## src/rtl/unidade_controle_rodadas.sv

```systemverilog
// Round sequencer for the memory game: shows entries 0..round on the LEDs,
// collects and checks the player's moves, then advances to the next round.
module unidade_controle_rodadas #(
  parameter int unsigned T_MOSTRA  = 1000,
  parameter int unsigned T_APAGADO = 250
) (
  input  logic       clock,
  input  logic       reset,
  input  logic       iniciar,
  input  logic       jogada,
  input  logic       igual,
  input  logic       enderecoIgualRodada,
  input  logic       fimR,
  input  logic       timeout,
  output logic       zeraE,
  output logic       contaE,
  output logic       zeraRod,
  output logic       contaRod,
  output logic       zeraReg,
  output logic       registraReg,
  output logic       zeraTO,
  output logic       contaTO,
  output logic       mostra_leds,
  output logic       pronto,
  output logic       ganhou,
  output logic       perdeu,
  output logic       db_timeout,
  output logic [3:0] db_estado
);

  localparam int unsigned T_MAX = (T_MOSTRA > T_APAGADO) ? T_MOSTRA : T_APAGADO;
  localparam int unsigned TW    = $clog2(T_MAX) + 1;

  typedef enum logic [3:0] {
    inicial        = 4'h0,
    preparacao     = 4'h1,
    inicio_rodada  = 4'h2,
    mostra         = 4'h3,
    apaga          = 4'h4,
    prox_mostra    = 4'h5,
    fim_mostra     = 4'h6,
    espera         = 4'h7,
    registra       = 4'h8,
    comparacao     = 4'h9,
    proxima_jogada = 4'hA,
    proxima_rodada = 4'hB,
    tout           = 4'hC,
    vitoria        = 4'hD,
    derrota        = 4'hE
  } estado_t;

  estado_t         estado_atual, estado_prox;
  logic [TW-1:0]   timer;
  logic            fim_t_mostra, fim_t_apagado;

  logic zeraE_c, contaE_c, zeraRod_c, contaRod_c, zeraReg_c, registraReg_c;
  logic zeraTO_c, contaTO_c, mostra_leds_c, pronto_c, ganhou_c, perdeu_c;
  logic db_timeout_c;

  assign fim_t_mostra  = (timer == TW'(T_MOSTRA - 1));
  assign fim_t_apagado = (timer == TW'(T_APAGADO - 1));
  assign db_estado     = estado_atual;

  // State register
  always_ff @(posedge clock or negedge reset) begin
    if (!reset) estado_atual <= inicial;
    else        estado_atual <= estado_prox;
  end

  // Display timer: restarts on every state change, counts while showing or dark
  always_ff @(posedge clock or negedge reset) begin
    if (!reset) begin
      timer <= '0;
    end else if (estado_prox != estado_atual) begin
      timer <= '0;
    end else if (estado_atual == mostra || estado_atual == apaga) begin
      timer <= timer + TW'(1);
    end
  end

  // Next-state logic
  always_comb begin
    estado_prox = estado_atual;
    case (estado_atual)
      inicial:        if (iniciar) estado_prox = preparacao;
      preparacao:     estado_prox = inicio_rodada;
      inicio_rodada:  estado_prox = mostra;
      mostra:         if (fim_t_mostra) estado_prox = apaga;
      apaga:          if (fim_t_apagado)
                        estado_prox = enderecoIgualRodada ? fim_mostra : prox_mostra;
      prox_mostra:    estado_prox = mostra;
      fim_mostra:     estado_prox = espera;
      espera:         if (timeout)     estado_prox = tout;
                      else if (jogada) estado_prox = registra;
      registra:       estado_prox = comparacao;
      comparacao:     if (!igual)                          estado_prox = derrota;
                      else if (enderecoIgualRodada && fimR) estado_prox = vitoria;
                      else if (enderecoIgualRodada)         estado_prox = proxima_rodada;
                      else                                  estado_prox = proxima_jogada;
      proxima_jogada: estado_prox = espera;
      proxima_rodada: estado_prox = inicio_rodada;
      tout, vitoria, derrota:
                      if (iniciar) estado_prox = preparacao;
      default:        estado_prox = inicial;
    endcase
  end

  // Moore decode of the state being entered, so the registered outputs track the state
  always_comb begin
    zeraE_c       = 1'b0;
    contaE_c      = 1'b0;
    zeraRod_c     = 1'b0;
    contaRod_c    = 1'b0;
    zeraReg_c     = 1'b0;
    registraReg_c = 1'b0;
    zeraTO_c      = 1'b0;
    contaTO_c     = 1'b0;
    mostra_leds_c = 1'b0;
    pronto_c      = 1'b0;
    ganhou_c      = 1'b0;
    perdeu_c      = 1'b0;
    db_timeout_c  = 1'b0;
    case (estado_prox)
      inicial, preparacao: begin
        zeraE_c = 1'b1; zeraRod_c = 1'b1; zeraReg_c = 1'b1; zeraTO_c = 1'b1;
      end
      inicio_rodada:  zeraE_c = 1'b1;
      mostra:         mostra_leds_c = 1'b1;
      prox_mostra:    contaE_c = 1'b1;
      fim_mostra: begin
        zeraE_c = 1'b1; zeraReg_c = 1'b1; zeraTO_c = 1'b1;
      end
      espera:         contaTO_c = 1'b1;
      registra:       registraReg_c = 1'b1;
      proxima_jogada: begin
        contaE_c = 1'b1; zeraTO_c = 1'b1;
      end
      proxima_rodada: contaRod_c = 1'b1;
      tout: begin
        pronto_c = 1'b1; perdeu_c = 1'b1; db_timeout_c = 1'b1;
      end
      vitoria: begin
        pronto_c = 1'b1; ganhou_c = 1'b1;
      end
      derrota: begin
        pronto_c = 1'b1; perdeu_c = 1'b1;
      end
      default: ;
    endcase
  end

  // Output registers
  always_ff @(posedge clock or negedge reset) begin
    if (!reset) begin
      zeraE       <= 1'b1;
      contaE      <= 1'b0;
      zeraRod     <= 1'b1;
      contaRod    <= 1'b0;
      zeraReg     <= 1'b1;
      registraReg <= 1'b0;
      zeraTO      <= 1'b1;
      contaTO     <= 1'b0;
      mostra_leds <= 1'b0;
      pronto      <= 1'b0;
      ganhou      <= 1'b0;
      perdeu      <= 1'b0;
      db_timeout  <= 1'b0;
    end else begin
      zeraE       <= zeraE_c;
      contaE      <= contaE_c;
      zeraRod     <= zeraRod_c;
      contaRod    <= contaRod_c;
      zeraReg     <= zeraReg_c;
      registraReg <= registraReg_c;
      zeraTO      <= zeraTO_c;
      contaTO     <= contaTO_c;
      mostra_leds <= mostra_leds_c;
      pronto      <= pronto_c;
      ganhou      <= ganhou_c;
      perdeu      <= perdeu_c;
      db_timeout  <= db_timeout_c;
    end
  end

endmodule
```

## config.mk

```make
export PLATFORM = sky130hd
export DESIGN_NAME = unidade_controle_rodadas
export DESIGN_NICKNAME = d
export VERILOG_FILES = /design/src/rtl/unidade_controle_rodadas.sv
export SDC_FILE = /design/constraint.sdc
export NUM_CORES = 1
export LEC_CHECK = 0
export ABC_AREA = 1
export BUFFER_PORTS_ARGS = -buffer_cell sky130_fd_sc_hd__buf_4
export CORE_MARGIN = 1
export CORE_UTILIZATION = 40
export CTS_CLUSTER_SIZE = 14
export DETAILED_ROUTE_END_ITERATION = 6
export GPL_TIMING_DRIVEN = 0
export PLACE_DENSITY = 0.71
export SYNTH_ARGS = -nofsm -noshare
export SYNTH_HDL_FRONTEND = slang
export SYNTH_SLANG_ARGS = --single-unit
```

## constraint.sdc

```tcl
create_clock -name clock -period 2.8 [get_ports clock]
set_clock_uncertainty 0.05 [all_clocks]
set_input_delay 0.56 -clock clock [delete_from_list [all_inputs] [get_ports clock]]
set_output_delay 0.56 -clock clock [all_outputs]
set_load 0.05 [all_outputs]
```

# Yosys cells after proc, flatten, opt, wreduce, memory -nomap -nowiden
# Cells that the tools add are included.
[op_classes]
add_sub_neg = 1
n_reduce_logical = 16
eq_ne = 29
muxes = 25
[ops]
columns = ["operator", "n"]
rows = [
  ["$eq 4x4->1 const B", 13],
  ["$pmux 4 s9", 1],
  ["$eq 4x3->1 const B", 7],
  ["$mux 11", 2],
  ["$mux 4", 5],
  ["$eq 4x2->1 const B", 4],
  ["$mux 1", 14],
  ["$reduce_or 2->1", 6],
  ["$reduce_or 4->1", 3],
  ["$add 11x1->11 const B", 1],
  ["$eq 11x10->1 const B", 1],
  ["$eq 11x8->1 const B", 1],
  ["$eq 4x1->1 const B", 2],
  ["$logic_not 4->1", 2],
  ["$mux 3", 2],
  ["$reduce_or 3->1", 2],
  ["$ne 4x4->1", 1],
  ["$mux 2", 1],
  ["$reduce_bool 2->1", 1],
  ["$logic_and 1x1->1", 1],
  ["$logic_or 1x1->1", 1],
]
[totals]
regBits = 28
inputBits = 8
out_inout_bits = 17
word_cells = 86

# Logic depth before layout (Yosys ltp)
[depth]
word_depth = 7
depth_mapped = 13
mapped_depth_nobuf = 12

# Worst setup path after synthesis
# Ideal clock, no wire load.
[synth_timing]
path_type = "flip-flop to flip-flop"
from = "reg estado_atual[1] (netlist: db_estado[1])"
to = "reg timer[1]"
stages_incl_launch_ff = 10
arrival_time_ns = 1.839
period_less_slack_ns = 1.958
required_ns = 2.681
n_path_buf = 1
path_slack_ns = 0.842
setup_ns = 0.069
path_cell_list = "dfrtp_1 nand2_2 nor3_1 nor2_1 a21oi_1 nand2_1 a21oi_1 nand2_1 buf_6 nor2_2"
[synth_between]
elab_chain_len = 5
word_cells_on_any_way = 29
classes_between = "15 x eq/ne; 7 x mux; 7 x reduce/logical"
[synth_rtl]
columns = ["element", "line", "rtl"]
rows = [
  ["start, declared", "52", "estado_t estado_atual, estado_prox;"],
  ["start signal, assigned", "66", "if (!reset) estado_atual <= inicial;"],
  ["start signal, assigned", "67", "else estado_atual <= estado_prox;"],
  ["$eq 4x4->1, or another cell as far along", "84", "case (estado_atual)"],
  ["$reduce_or 4->1 (no line), or another cell as far along", "n/a", ""],
  ["$pmux 4 s9", "84", ""],
  ["$ne 4x4->1", "74", "end else if (estado_prox != estado_atual) begin"],
  ["$mux 11 / $reduce_bool 2->1 (equally long branches)", "n/a", ""],
  ["end signal, assigned", "77", "timer <= timer + TW'(1);"],
  ["end, declared", "53", "logic [TW-1:0] timer;"],
]
# Several ways; a longest one is shown, not always the timed one.
# A chain may end at the register's enable or synchronous reset.

# Worst setup path after layout
[layout_timing]
from = "reg estado_atual[1] (netlist: db_estado[1])"
to = "reg timer[6]"
[layout_between]
elab_chain_len = 5
word_cells_on_any_way = 29
classes_between = "15 x eq/ne; 7 x mux; 7 x reduce/logical"
[layout_rtl]
columns = ["element", "line"]
rows = [
  ["$eq 4x4->1, or another cell as far along", "84"],
  ["$reduce_or 4->1 (no line) / $reduce_or 2->1 (equally long branches)", "n/a"],
  ["$pmux 4 s9 (*)", "84"],
  ["net estado_prox[0]", "52"],
  ["$ne 4x4->1 (*)", "74"],
  ["$mux 11 / $reduce_bool 2->1 (equally long branches)", "n/a"],
]
# Mark *: on every way through the listed nets, which the timed path passes. The rest lies on a longest branch.

==> run_results.csv <==
group,metric,value,unit
synth,ys_ff_latch,28,
placement,place_inst,274,
pwr,power_density,886,nW/um^2
timing,rsz0062_at_grt,"false",
die,initial_core_util,42.1,%
clock_tree,clkLatencyLatePin,0.27,ns
synth,synth_xor_area_share,4.51,%
setup_path,critPathKind,"reg2reg",
clock_tree,clkTransAtPathRegs,0.09,ns
final_layout,final_cell_mix,"nand2_1, nor2_1, dfrtp_1, buf_4, inv_1",
global_route,grt_use_total,15.7,%
pwr,irDropWorstVdd,703,uV
placement,place_congestion,0.887,
die,fp.dieH,64.3,um
synth,yosys.area_share.simple,38.4,%
placement,numPortBuffers,24,
synth,netlist_area,1550,um^2
clock_tree,clock_path_buffers,2,
timing,hold_viol_final,0,
synth,synthAdderAreaFrac,1.61,%
clock_tree,cts_tree,"done",
clock_tree,cts_sinks,28,
route,routed_wl,2.86,mm
clock_tree,cts_resized,0,
final_layout,multi_input_area,749,um^2
final_layout,regArea,706,um^2
timing,timing.final.crit_period,1.95,ns
pwr,leakage,0.949,nW
status,status,"completed",
timing,finalSetupTns,0,ns
setup_path,max_stage_delay,0.50,ns
synth,ys_warn_count,0,
die,core,3690,um^2
timing,drv_slew,0,
global_route,grt_max_degree,29,
timing,tightest_slew,0.333,ns
setup_path,worst-path-max-fanout,10,
setup_path,crit_path_start_kind,"flop",
setup_path,crit_chain,"nor2_1 > inv_1 > nor2_2 > nand3_1 > nand3_1 > a21oi_1 > nand2_1 > buf_6 > nor2_2",
route,ant_nets,0,
timing,timing.slew.headroom,77.8,%
setup_path,cp.arrival,2.07,ns
synth,synth_compound_area_share,3.79,%
global_route,gr-total-overflow,0,
run,drv_cap,0,
clock_tree,hold_buffers,0,
synth,synth_top_family_by_area,"simple AND/OR/NAND/NOR gates",
clock_tree,cts_root_buf,"clkbuf_8",
synth,synth.avg_cell_area,7.69,um^2
placement,dp_hpwl,2.15,mm
setup_path,ff2ff_setup_slack,0.85,ns
final_layout,instances_no_fill,278,
die,die_area,4140,um^2
setup_path,crit_buf_inv,2,
setup_path,cp_top_family,"simple AND/OR/NAND/NOR gates",
timing,post-route-period-util,69.7,%
synth,yosysUniqueCellTypes,22,
setup_path,critical_path_required,2.92,ns
route,drt_iter0_markers,46,
route,route.detailed.drc,0,
timing,finalSetupViolCount,0,
die,die_w,64.3,um
route,wl_per_cell,10.3,um
synth,synth_fp_nets,212,
synth,yosysSeqAreaShare,45.4,%
global_route,grt_pass1_vias,1184,
clock_tree,cts_inserted_buffers,3,
final_layout,n_antenna_cell,0,
final_layout,syn2layout_area_growth,20.1,%
clock_tree,post_cts_buffers,0,
clock_tree,htreeDepth,1,
final_layout,post-route-util,50.5,%
setup_path,critical-path-slowest-cell,"dfrtp_1",
final_layout,fill_cells,384,
die,fp-row-count,22,
final_layout,layout-drive-gt1-share,26.1,%
synth,synth.area.mux_share,0,%
route,vias,1290,
global_route,antenna_found_initial,0,
final_layout,final_nets,241,
timing,fmax,0.512,GHz
global_route,grt_pass1_wl,5.15,mm
route,drt_first_pass_iters,6,
synth,synthCells,202,
die,pin_count,25,
setup_path,endpoint_kind,"flop",
hold_path,min_path_type,"in2async",
final_layout,layout_commonest_cell,"nand2_1",
route,vias_per_cell,4.64,
==> worst register-to-register path: stages, from the launching register on <==
cell,delay [ns]
dfrtp_1,0.50
nor2_1,0.23
inv_1,0.08
nor2_2,0.20
nand3_1,0.16
nand3_1,0.21
a21oi_1,0.09
nand2_1,0.11
buf_6,0.18
nor2_2,0.05
==> per-stage QoR <==
step | setup slack [ns] | total power [W] | area (um^2) | hold WS (ns)
after floorplan | 0.842 | 0.00116 | 1550 | 0.214
after global placement | 0.849 | 0.00134 | 1790 | 0.443
after detailed placement | 0.844 | 0.00135 | 1790 | 0.448
after CTS | 0.845 | 0.00167 | 1860 | 0.144
after global routing | 0.693 | 0.00177 | 1860 | 0.154
final | 0.848 | 0.00165 | 1860 | 0.125
==> area by class of cell <==
cell class | count | share of cell area [%]
Buffer | 1 | 0.604
Clock buffer | 3 | 2.21
Clock inverter | 1 | 1.61
Inverter | 23 | 4.63
Multi-Input combinational cell | 150 | 40.2
Sequential cell | 28 | 37.9
Tap cell | 48 | 3.22
Timing Repair Buffer | 24 | 9.66
==> final timing paths <==
| path | from | to | cells past startpoint |
|---|---|---|---|
| max | db_estado[1]$_DFF_PN0_ | timer[6]$_DFFE_PN0P_ | 9 |
| min | reset | timer[3]$_DFFE_PN0P_ | 1 |
| max reg2reg | db_estado[1]$_DFF_PN0_ | timer[6]$_DFFE_PN0P_ | 9 |
| min reg2reg | timer[9]$_DFFE_PN0P_ | timer[9]$_DFFE_PN0P_ | 2 |
| max in group asynchronous | reset | zeraRod$_DFF_PN1_ | 1 |
| min in group clock | timer[9]$_DFFE_PN0P_ | timer[9]$_DFFE_PN0P_ | 2 |
==> report_power, final <==
part,switching [W],leakage (nW),internal [W]
clock network,0.000121,0.0357,0.000191
logic,0.000552,0.546,0.000236
registers,0.0000595,0.368,0.000492
==> per-layer routing <==
layer | part of all wire (%) | global-route usage (%) | wire, um
met5 | 0 | 0 | 0
met4 | 1.4 | 5.00 | 40
met3 | 3.0 | 1.61 | 85
met2 | 44 | 24.9 | 1250
met1 | 52 | 22.4 | 1480
==> cells by family (layout without fill, tap and decap cells) <==
family	count (synthesis)	count (layout)
xor gates and xnor gates	8	8
and+or+nand+nor	130	130
buffers and inverters	24	52
adders and majority gates	2	2
DFF	28	28
AOI/OAI and AO/OA	10	10
==> cells in the mapped netlist, drive strengths merged <==
cell / count / area share [%]
dfrtp: 24 / 39
inv: 23 / 5.6
xor2: 7 / 3.9
nand3: 21 / 7.7
nor3: 6 / 2.3
nand2: 52 / 13
xnor2: 1 / 0.56
ha: 2 / 1.6
or2: 1 / 0.56
nand3b: 1 / 0.48
nor2: 49 / 14
buf: 1 / 0.73
a21oi: 5 / 1.9
o21bai: 2 / 0.97
o21ai: 3 / 0.97
dfstp: 4 / 6.8
==> state kept, by name, summed over array words and instances (netlist names) <==
signal       count
timer           11
ganhou           1
pronto           1
zeraE            1
zeraTO           1
db_timeout       1
mostra_leds      1
registraReg      1
contaTO          1
perdeu           1
zeraRod          1
db_estado        4
contaRod         1
contaE           1
zeraReg          1
Power figures use the tool's default switching activity.
